## src/rtl/regfile_access_seq.sv

```systemverilog
// Initiator-side sequencer for the single-port register file: serialises READ2/WRITE/PUSH/POP
// requests into register-file strobes and returns captured operands over a valid/ready channel.
module regfile_access_seq #(
   parameter int unsigned DATA_W = 16,
   parameter int unsigned ID_W   = 4
) (
   input  logic              clk,
   input  logic              reset,
   input  logic              req_valid,
   output logic              req_ready,
   input  logic [1:0]        req_op,
   input  logic [ID_W-1:0]   req_src_a,
   input  logic [ID_W-1:0]   req_src_b,
   input  logic [ID_W-1:0]   req_dst,
   input  logic [DATA_W-1:0] req_wdata,
   output logic              rsp_valid,
   input  logic              rsp_ready,
   output logic [DATA_W-1:0] rsp_op_a,
   output logic [DATA_W-1:0] rsp_op_b,
   output logic              rf_rd,
   output logic              rf_wn,
   output logic              rf_stack_en,
   output logic              rf_push_en,
   output logic              rf_pop_en,
   output logic [ID_W-1:0]   rf_reg_id,
   output logic [DATA_W-1:0] rf_write_data,
   input  logic [DATA_W-1:0] rf_read_data
);

   typedef enum logic [2:0] {
      IDLE,
      RD_A,
      RD_B,
      CAP_B,
      WR,
      STK,
      RESP
   } state_t;

   typedef enum logic [1:0] {
      OP_READ2 = 2'b00,
      OP_WRITE = 2'b01,
      OP_PUSH  = 2'b10,
      OP_POP   = 2'b11
   } op_t;

   localparam logic [ID_W-1:0] STACK_ID = ID_W'(2);

   state_t              state, state_nx;
   op_t                 op_q;
   logic [ID_W-1:0]     src_a_q, src_b_q, dst_q;
   logic [DATA_W-1:0]   wdata_q;

   always_ff @(posedge clk) begin
      if (!reset) begin
         state    <= IDLE;
         op_q     <= OP_READ2;
         src_a_q  <= '0;
         src_b_q  <= '0;
         dst_q    <= '0;
         wdata_q  <= '0;
         rsp_op_a <= '0;
         rsp_op_b <= '0;
      end else begin
         state <= state_nx;
         if (state == IDLE && req_valid) begin
            op_q    <= op_t'(req_op);
            src_a_q <= req_src_a;
            src_b_q <= req_src_b;
            dst_q   <= req_dst;
            wdata_q <= req_wdata;
         end
         // read_data lags rf_rd by one cycle: RD_B sees src_a's data, CAP_B sees src_b's
         if (state == RD_B)
            rsp_op_a <= rf_read_data;
         if (state == CAP_B)
            rsp_op_b <= rf_read_data;
      end
   end

   always_comb begin
      state_nx      = state;
      req_ready     = 1'b0;
      rsp_valid     = 1'b0;
      rf_rd         = 1'b0;
      rf_wn         = 1'b0;
      rf_stack_en   = 1'b0;
      rf_push_en    = 1'b0;
      rf_pop_en     = 1'b0;
      rf_reg_id     = '0;
      rf_write_data = '0;
      case (state)
         IDLE: begin
            req_ready = 1'b1;
            if (req_valid) begin
               case (op_t'(req_op))
                  OP_READ2: state_nx = RD_A;
                  OP_WRITE: state_nx = WR;
                  default:  state_nx = STK;
               endcase
            end
         end
         RD_A: begin
            rf_rd     = 1'b1;
            rf_reg_id = src_a_q;
            state_nx  = RD_B;
         end
         RD_B: begin
            rf_rd     = 1'b1;
            rf_reg_id = src_b_q;
            state_nx  = CAP_B;
         end
         CAP_B: begin
            state_nx = RESP;
         end
         WR: begin
            rf_wn         = 1'b1;
            rf_reg_id     = dst_q;
            rf_write_data = wdata_q;
            state_nx      = RESP;
         end
         STK: begin
            rf_stack_en = 1'b1;
            rf_push_en  = (op_q == OP_PUSH);
            rf_pop_en   = (op_q == OP_POP);
            rf_reg_id   = STACK_ID;
            state_nx    = RESP;
         end
         RESP: begin
            rsp_valid = 1'b1;
            if (rsp_ready)
               state_nx = IDLE;
         end
         default: state_nx = IDLE;
      endcase
   end

endmodule

```

## config.mk

```make
export PLATFORM = sky130hd
export DESIGN_NAME = regfile_access_seq
export DESIGN_NICKNAME = d
export VERILOG_FILES = /design/src/rtl/regfile_access_seq.sv
export SDC_FILE = /design/constraint.sdc
export NUM_CORES = 1
export LEC_CHECK = 0
export ABC_CLOCK_PERIOD_IN_PS = 2160
export CORE_AREA = 8 8 96 98
export DETAILED_ROUTE_END_ITERATION = 10
export DIE_AREA = 0 0 104 106
export GPL_ROUTABILITY_DRIVEN = 0
export PLACE_DENSITY = 0.67
export SYNTH_ARGS = -nofsm -noshare
export SYNTH_HDL_FRONTEND = slang
export SYNTH_SLANG_ARGS = --single-unit
```

## constraint.sdc

```tcl
create_clock -name clk -period 2.16 [get_ports clk]
set_input_delay 0.54 -clock clk [delete_from_list [all_inputs] [get_ports clk]]
set_output_delay 0.54 -clock clk [all_outputs]
set_load 0.02 [all_outputs]
```

==> flow_summary_export.csv, run 1 <==
group,metric,value,unit
critical_path,r2r_end,"rsp_op_a[1]",
critical_path,crit_chain,"nor3b_2, buf_12, and2_1, clkdlybuf4s15_1",
critical_path,cp.depth,4,
drt,drt-met1-wl,3.68,mm
drt,wl_met3,764,um
sta,finClkSkew,0.00847,ns
die,core.rowCount,33,
sta,fin_hold_ws,0.450,ns
drt,vias,2579,
power,leakage,1.45,nW
critical_path,endpoint_kind,"primary output",
synthesis,synth_area,2630,um^2
final_layout,seqCellArea,1300,um^2
sta,period_minus_slack,2.08,ns
critical_path,cp_slowest_stage_delay,0.35,ns
cts,path_clk_slew,0.07,ns
synthesis,ys_seq_area_share,49.5,%
final_layout,nNetsFinal,485,
drt,avgRoutedWirePerCell,14.1,um
global_route,grt_max_degree,61,
final_layout,drive_above_1_share,11.2,%
cts,clk-insertion-delay-late,0.33,ns
synthesis,ys_ff_latch,65,
critical_path,crit_slowest_cell,"dfxtp_2",
final_layout,multiInputGateArea,1190,um^2
final_layout,diodes,0,
drt,wl,7.69,mm
synthesis,synth_nets,386,
drt,drc,0,
critical_path,critical_path_class,"reg2out",
synthesis,synth_cell_types,32,
final_layout,area_growth,49.2,%
placed_design,placed_cell_area,3800,um^2
global_route,gr-total-overflow,0,
die,coreArea,7850,um^2
die,io-pin-count,109,
power,ir_drop,0.000357,V
placed_design,pre_cts_slack,0.0166,ns
sta,slew_violations,0,
cts,cts_buffer_depth,2,
min_path,hold_path.class,"reg2reg",
drt,routed-wl-met2,3.14,mm
global_route,antenna_found_initial,0,
critical_path,path_max_fanout,20,
synthesis,synth_top_area_share,49.5,%
cts,cts.sink_count,65,
synthesis,synth_largest_area_cell,"dfxtp_1",
die,fp.dieH,106,um
critical_path,arrival,1.54,ns
sta,layout_setup_ws,0.0756,ns
placed_design,io_buffers,108,
global_route,grtUsageTotal,13.9,%
critical_path,cpLargestDelayFamily,"buffers and inverters",
sta,hold_viol,0,
global_route,grt_pass1_vias,2568,
drt,final_antenna_net_count,0,
synthesis,synth_area_leaders,"dfxtp_1, nand2_1, a21oi_1",
sta,tightest_slew,0.708,ns
die,die_w,104,um
critical_path,start_kind,"register",
final_layout,fill_cells,795,
sta,rsz0062_at_grt,"true",
cts,h-tree-depth,3,
synthesis,synthArstFlopShare,0,%
placed_design,dp_cells,529,
sta,post-route-period-util,96.5,%
synthesis,syn_inst,336,
cts,cts_root_buffer,"clkbuf_8",
critical_path,cp_data_required_time,1.62,ns
die,fp.dieArea,11000,um^2
drt,first_pass_iters,4,
final_layout,fin_cells,544,
placed_design,dp_hpwl,5.48,mm
critical_path,r2r-start,"state[1]",
synthesis,synthFlopType,"dfxtp_1",
critical_path,cp-endpoint,"rf_write_data[6]",
sta,timing.fmax,0.480,GHz
drt,drt_iter0_markers,85,
critical_path,critPathLaunch,"state[0]",
cts,cts_tree,"done",
synthesis,synth_area_per_cell,7.83,um^2
critical_path,critPathBufInv,2,
drt,vias_per_cell,4.74,
sta,maxSlewHeadroom,52.8,%
final_layout,fin_area,3930,um^2
status,outcome,"completed",
drt,top_layer,"met4",
flow_run,drv_cap,0,
synthesis,synth_edf_count,0,
die,start_util,33.5,%
power,power_density,778,nW/um^2
synthesis,yosysWarnings,0,
critical_path,ff2ff_path_depth,4,
cts,cts_made_buffers,9,
global_route,grt_pass1_wl,12.7,mm
critical_path,r2r_slack,0.59,ns
sta,setup_viol,0,
[per-layer routing]
| metal | GRT usage (%) | vias to the layer above |
|---|---|---|
| li1 | - | 1308 |
| met1 | 17.4 | 1168 |
| met2 | 19.9 | 92 |
| met3 | 6.72 | 11 |
| met4 | 5.58 | 0 |
| met5 | 0 | - |
[sequential cells by signal, summed over array words and instances (netlist names)]
register / cells
op_q: 2
rsp_op_a: 16
wdata_q: 16
rsp_op_b: 16
src_b_q: 4
dst_q: 4
src_a_q: 4
state: 3
[repair_timing]
action,in CTS,in global routing
hold buffers,0,0
resized for setup,42,33
setup buffers,0,0
endpoints found under the setup margin,27,23
[cells by family after synthesis]
logic type / count (synthesis) / share of synthesized area (%)
simple gates: 164 / 29.6
compound gates: 77 / 15.2
flops: 65 / 49.5
buf+inv: 30 / 5.80
[Yosys cell counts, types with 2 or more instances]
master and count:
buf_2 6, nand3_1 30, dfxtp_1 65, and3b_1 2
clkbuf_2 5, clkbuf_1 12, and2_1 17, a22oi_1 3
a21oi_1 35, buf_4 5, o21ai_1 6, nand2_1 99
o21ai_0 30, nor2_1 3
[worst min-delay path by stage]
stage          depth (start not counted)           to   startpoint  slack, ns
2_1_floorplan                          2   wdata_q[0]   wdata_q[0]       0.42
3_3_place_gp                           2   wdata_q[2]   wdata_q[2]       0.43
3_5_place_dp                           2   wdata_q[2]   wdata_q[2]       0.44
4_1_cts                                2  rsp_op_a[5]  rsp_op_a[5]       0.46
5_1_grt                                2  rsp_op_a[5]  rsp_op_a[5]       0.47
6_report                               2   wdata_q[0]   wdata_q[0]       0.45
[stage by stage]
stage / util, % / power [mW] / setup TNS (ns)
floorplan: - / 1.76 / 0
global placement: 48.4 / 2.07 / 0
detailed placement: 48.4 / 2.08 / 0
CTS: 50.7 / 3.09 / 0
global route: 50.0 / 3.22 / -0.0112
finish: 50.0 / 3.05 / 0
[placed cells by master (no fill, tap or decap), types with 2 or more instances in the layout]
cell             synthesis  layout
nand2_1                 99      99
clkdlybuf4s50_1          0      80
dfxtp_1                 65      63
a21oi_1                 35      35
o21ai_0                 30      30
nand3_1                 30      30
and2_1                  17      17
clkbuf_2                 5      14
clkbuf_8                 0      11
o21ai_1                  6       6
dlygate4sd2_1            0       5
clkdlybuf4s15_1          0       5
buf_4                    5       5
nor2_1                   3       3
a22oi_1                  3       3
buf_12                   0       3
and3b_1                  2       2
clkinv_2                 0       2
buf_2                    6       2
clkdlybuf4s15_2          0       2
dfxtp_2                  0       2
[layout make-up]
type | instances | share of cell area [%]
Clock inverter | 3 | 1.02
Multi-Input combinational cell | 241 | 30.2
Sequential cell | 65 | 33.2
Inverter | 1 | 0.0956
Tap cell | 105 | 3.35
Timing Repair Buffer | 117 | 28.2
Clock buffer | 12 | 3.95
[report_power, final]
group          switching, mW  internal [mW]  total (mW)
Clock                  0.435          0.586        1.02
Combinational          0.368          0.304       0.671
Sequential            0.0598           1.30        1.36
Total                  0.862           2.19        3.05
[worst min-delay path: stages (launching register included)]
cell and delay, ns:
dfxtp_1 0.31, nand2_1 0.05, o21ai_1 0.05
Note: power is estimated with default switching activity, not from simulation.
==> run 2: changes to the inputs <==
Settings changed: CTS_CLUSTER_SIZE set to 12.
==> results of run 2 <==
Final layout, timing and power as in run 1 (identical DEF).
==> run 3: changes to the inputs <==
Settings changed: GPL_TIMING_DRIVEN set to 0.
==> run 3 against run 2 <==
Effect of this change:
- first-iteration DRC count decreased by 19%
- global-route usage increased by 0.63 points
- wire length increased by 6.2%
- worst hold slack improved by 0.0023 ns
==> flow_summary_export.csv, run 3 (synthesis gave the netlist of run 1 again) <==
group,metric,value,unit
sta,setup_viol,0,
critical_path,cp_slowest_stage_delay,0.40,ns
drt,final_antenna_net_count,0,
final_layout,diodes,0,
drt,drc,0,
final_layout,area_growth,55.8,%
sta,timing.fmax,0.481,GHz
status,outcome,"completed",
placed_design,dp_hpwl,6.07,mm
critical_path,ff2ff_path_depth,5,
cts,clk-insertion-delay-late,0.33,ns
critical_path,critPathBufInv,2,
drt,vias,2768,
placed_design,io_buffers,107,
cts,cts.sink_count,65,
sta,tightest_slew,0.475,ns
sta,rsz0062_at_grt,"false",
power,leakage,1.55,nW
sta,maxSlewHeadroom,68.3,%
sta,post-route-period-util,96.2,%
cts,cts_tree,"done",
cts,h-tree-depth,3,
placed_design,placed_cell_area,3830,um^2
global_route,grt_max_degree,12,
drt,avgRoutedWirePerCell,14.2,um
die,die_w,104,um
sta,period_minus_slack,2.08,ns
die,fp.dieH,106,um
global_route,grtUsageTotal,14.5,%
sta,slew_violations,0,
min_path,worstHoldStart,"wdata_q[0]",
critical_path,r2r_end,"wdata_q[3]",
drt,first_pass_iters,4,
die,coreArea,7850,um^2
critical_path,r2r-start,"state[2]",
drt,wl,8.17,mm
critical_path,cp_data_required_time,1.62,ns
placed_design,dp_cells,548,
die,core.rowCount,33,
critical_path,crit_chain,"buf_4, and2b_4, and2_1, clkdlybuf4s15_2",
final_layout,fin_area,4100,um^2
global_route,antenna_found_initial,0,
die,io-pin-count,109,
power,ir_drop,0.000323,V
sta,finClkSkew,0.0114,ns
cts,cts_buffer_depth,2,
critical_path,cpLargestDelayFamily,"buffers and inverters",
global_route,grt_pass1_vias,2776,
global_route,gr-total-overflow,0,
min_path,worstHoldEndpoint,"wdata_q[0]",
cts,cts_root_buffer,"clkbuf_8",
min_path,hold_depth,2,
power,p_total,3.13,mW
sta,tns,0,ns
power,power_density,765,nW/um^2
cts,cts_made_buffers,9,
global_route,grt_pass1_wl,13.3,mm
sta,hold_viol,0,
critical_path,r2r_slack,0.61,ns
min_path,hold_path.class,"reg2reg",
critical_path,path_max_fanout,10,
final_layout,nNetsFinal,513,
die,start_util,33.5,%
drt,drt_iter0_markers,69,
flow_run,drv_cap,0,
final_layout,final_cell_mix,"nand2_1, clkdlybuf4s50_1, dfxtp_1, a21oi_1, nand3_1",
final_layout,drive_above_1_share,17.1,%
final_layout,top_regs,"rsp_op_a: 16 flops, rsp_op_b: 16 flops, wdata_q: 16 flops",
drt,vias_per_cell,4.83,
cts,path_clk_slew,0.07,ns
critical_path,arrival,1.54,ns
critical_path,start_kind,"register",
critical_path,endpoint_kind,"primary output",
final_layout,fin_cells,573,
die,fp.dieArea,11000,um^2
critical_path,critical_path_class,"reg2out",
final_layout,final_common_cell,"nand2_1",
critical_path,crit_slowest_cell,"dfxtp_4",
run 3: layer usage:
layer / up-vias / track usage (%) / routed length (um)
met2: 111 / 21.9 / 3500
met5: - / 0 / 0
met4: 0 / 5.38 / 72
li1: 1374 / - / -
met1: 1275 / 17.9 / 3800
met3: 8 / 6.41 / 790
run 3: final cells by class:
cell class              count  area, um^2
fillers                   770        3750
plain buffers              28         171
multi-input cells         241        1210
repair buffers            117        1080
clock inverters             6        57.6
inverters                   1        3.75
well taps                 105         131
flip-flops and latches     65        1310
clock buffers              10         138
run 3: per-stage QoR:
step / hold WS, ns / worst slack, ns / util [%]
2_1_floorplan: 0.424 / 0.177 / -
3_3_place_gp: 0.434 / -0.357 / 48.9
3_5_place_dp: 0.446 / -0.340 / 48.9
4_1_cts: 0.456 / -0.0323 / 52.0
5_1_grt: 0.472 / 0.0103 / 52.2
6_report: 0.452 / 0.0819 / 52.2
run 3: worst max-delay path by stage:
stage,cells after the start,to,startpoint
2_1_floorplan,5,rf_reg_id[2],state[0]
3_3_place_gp,6,rf_reg_id[2],state[0]
3_5_place_dp,6,rf_reg_id[3],state[0]
4_1_cts,7,rf_reg_id[2],state[0]
5_1_grt,4,rsp_valid,state[1]
6_report,4,rsp_valid,state[1]
run 3: worst min-delay path, stage by stage, from the launching register on:
cell and delay (ns):
dfxtp_1 0.31, nand2_1 0.05, o21ai_1 0.05
run 3: what timing repair did:
item | CTS | global route
setup buffers | 6 | 4
endpoints found under the setup margin | 27 | 21
gates cloned | 1 | 0
hold buffers | 0 | 0
gates resized for setup | 112 | 19
pin swaps | 1 | 2
run 3: report_power, final:
part	switching [mW]	internal, mW	leakage (nW)	total (mW)
Sequential	0.0603	1.30	0.531	1.36
Clock	0.467	0.556	0.102	1.02
Combinational	0.394	0.354	0.913	0.748
Total	0.921	2.21	1.55	3.13
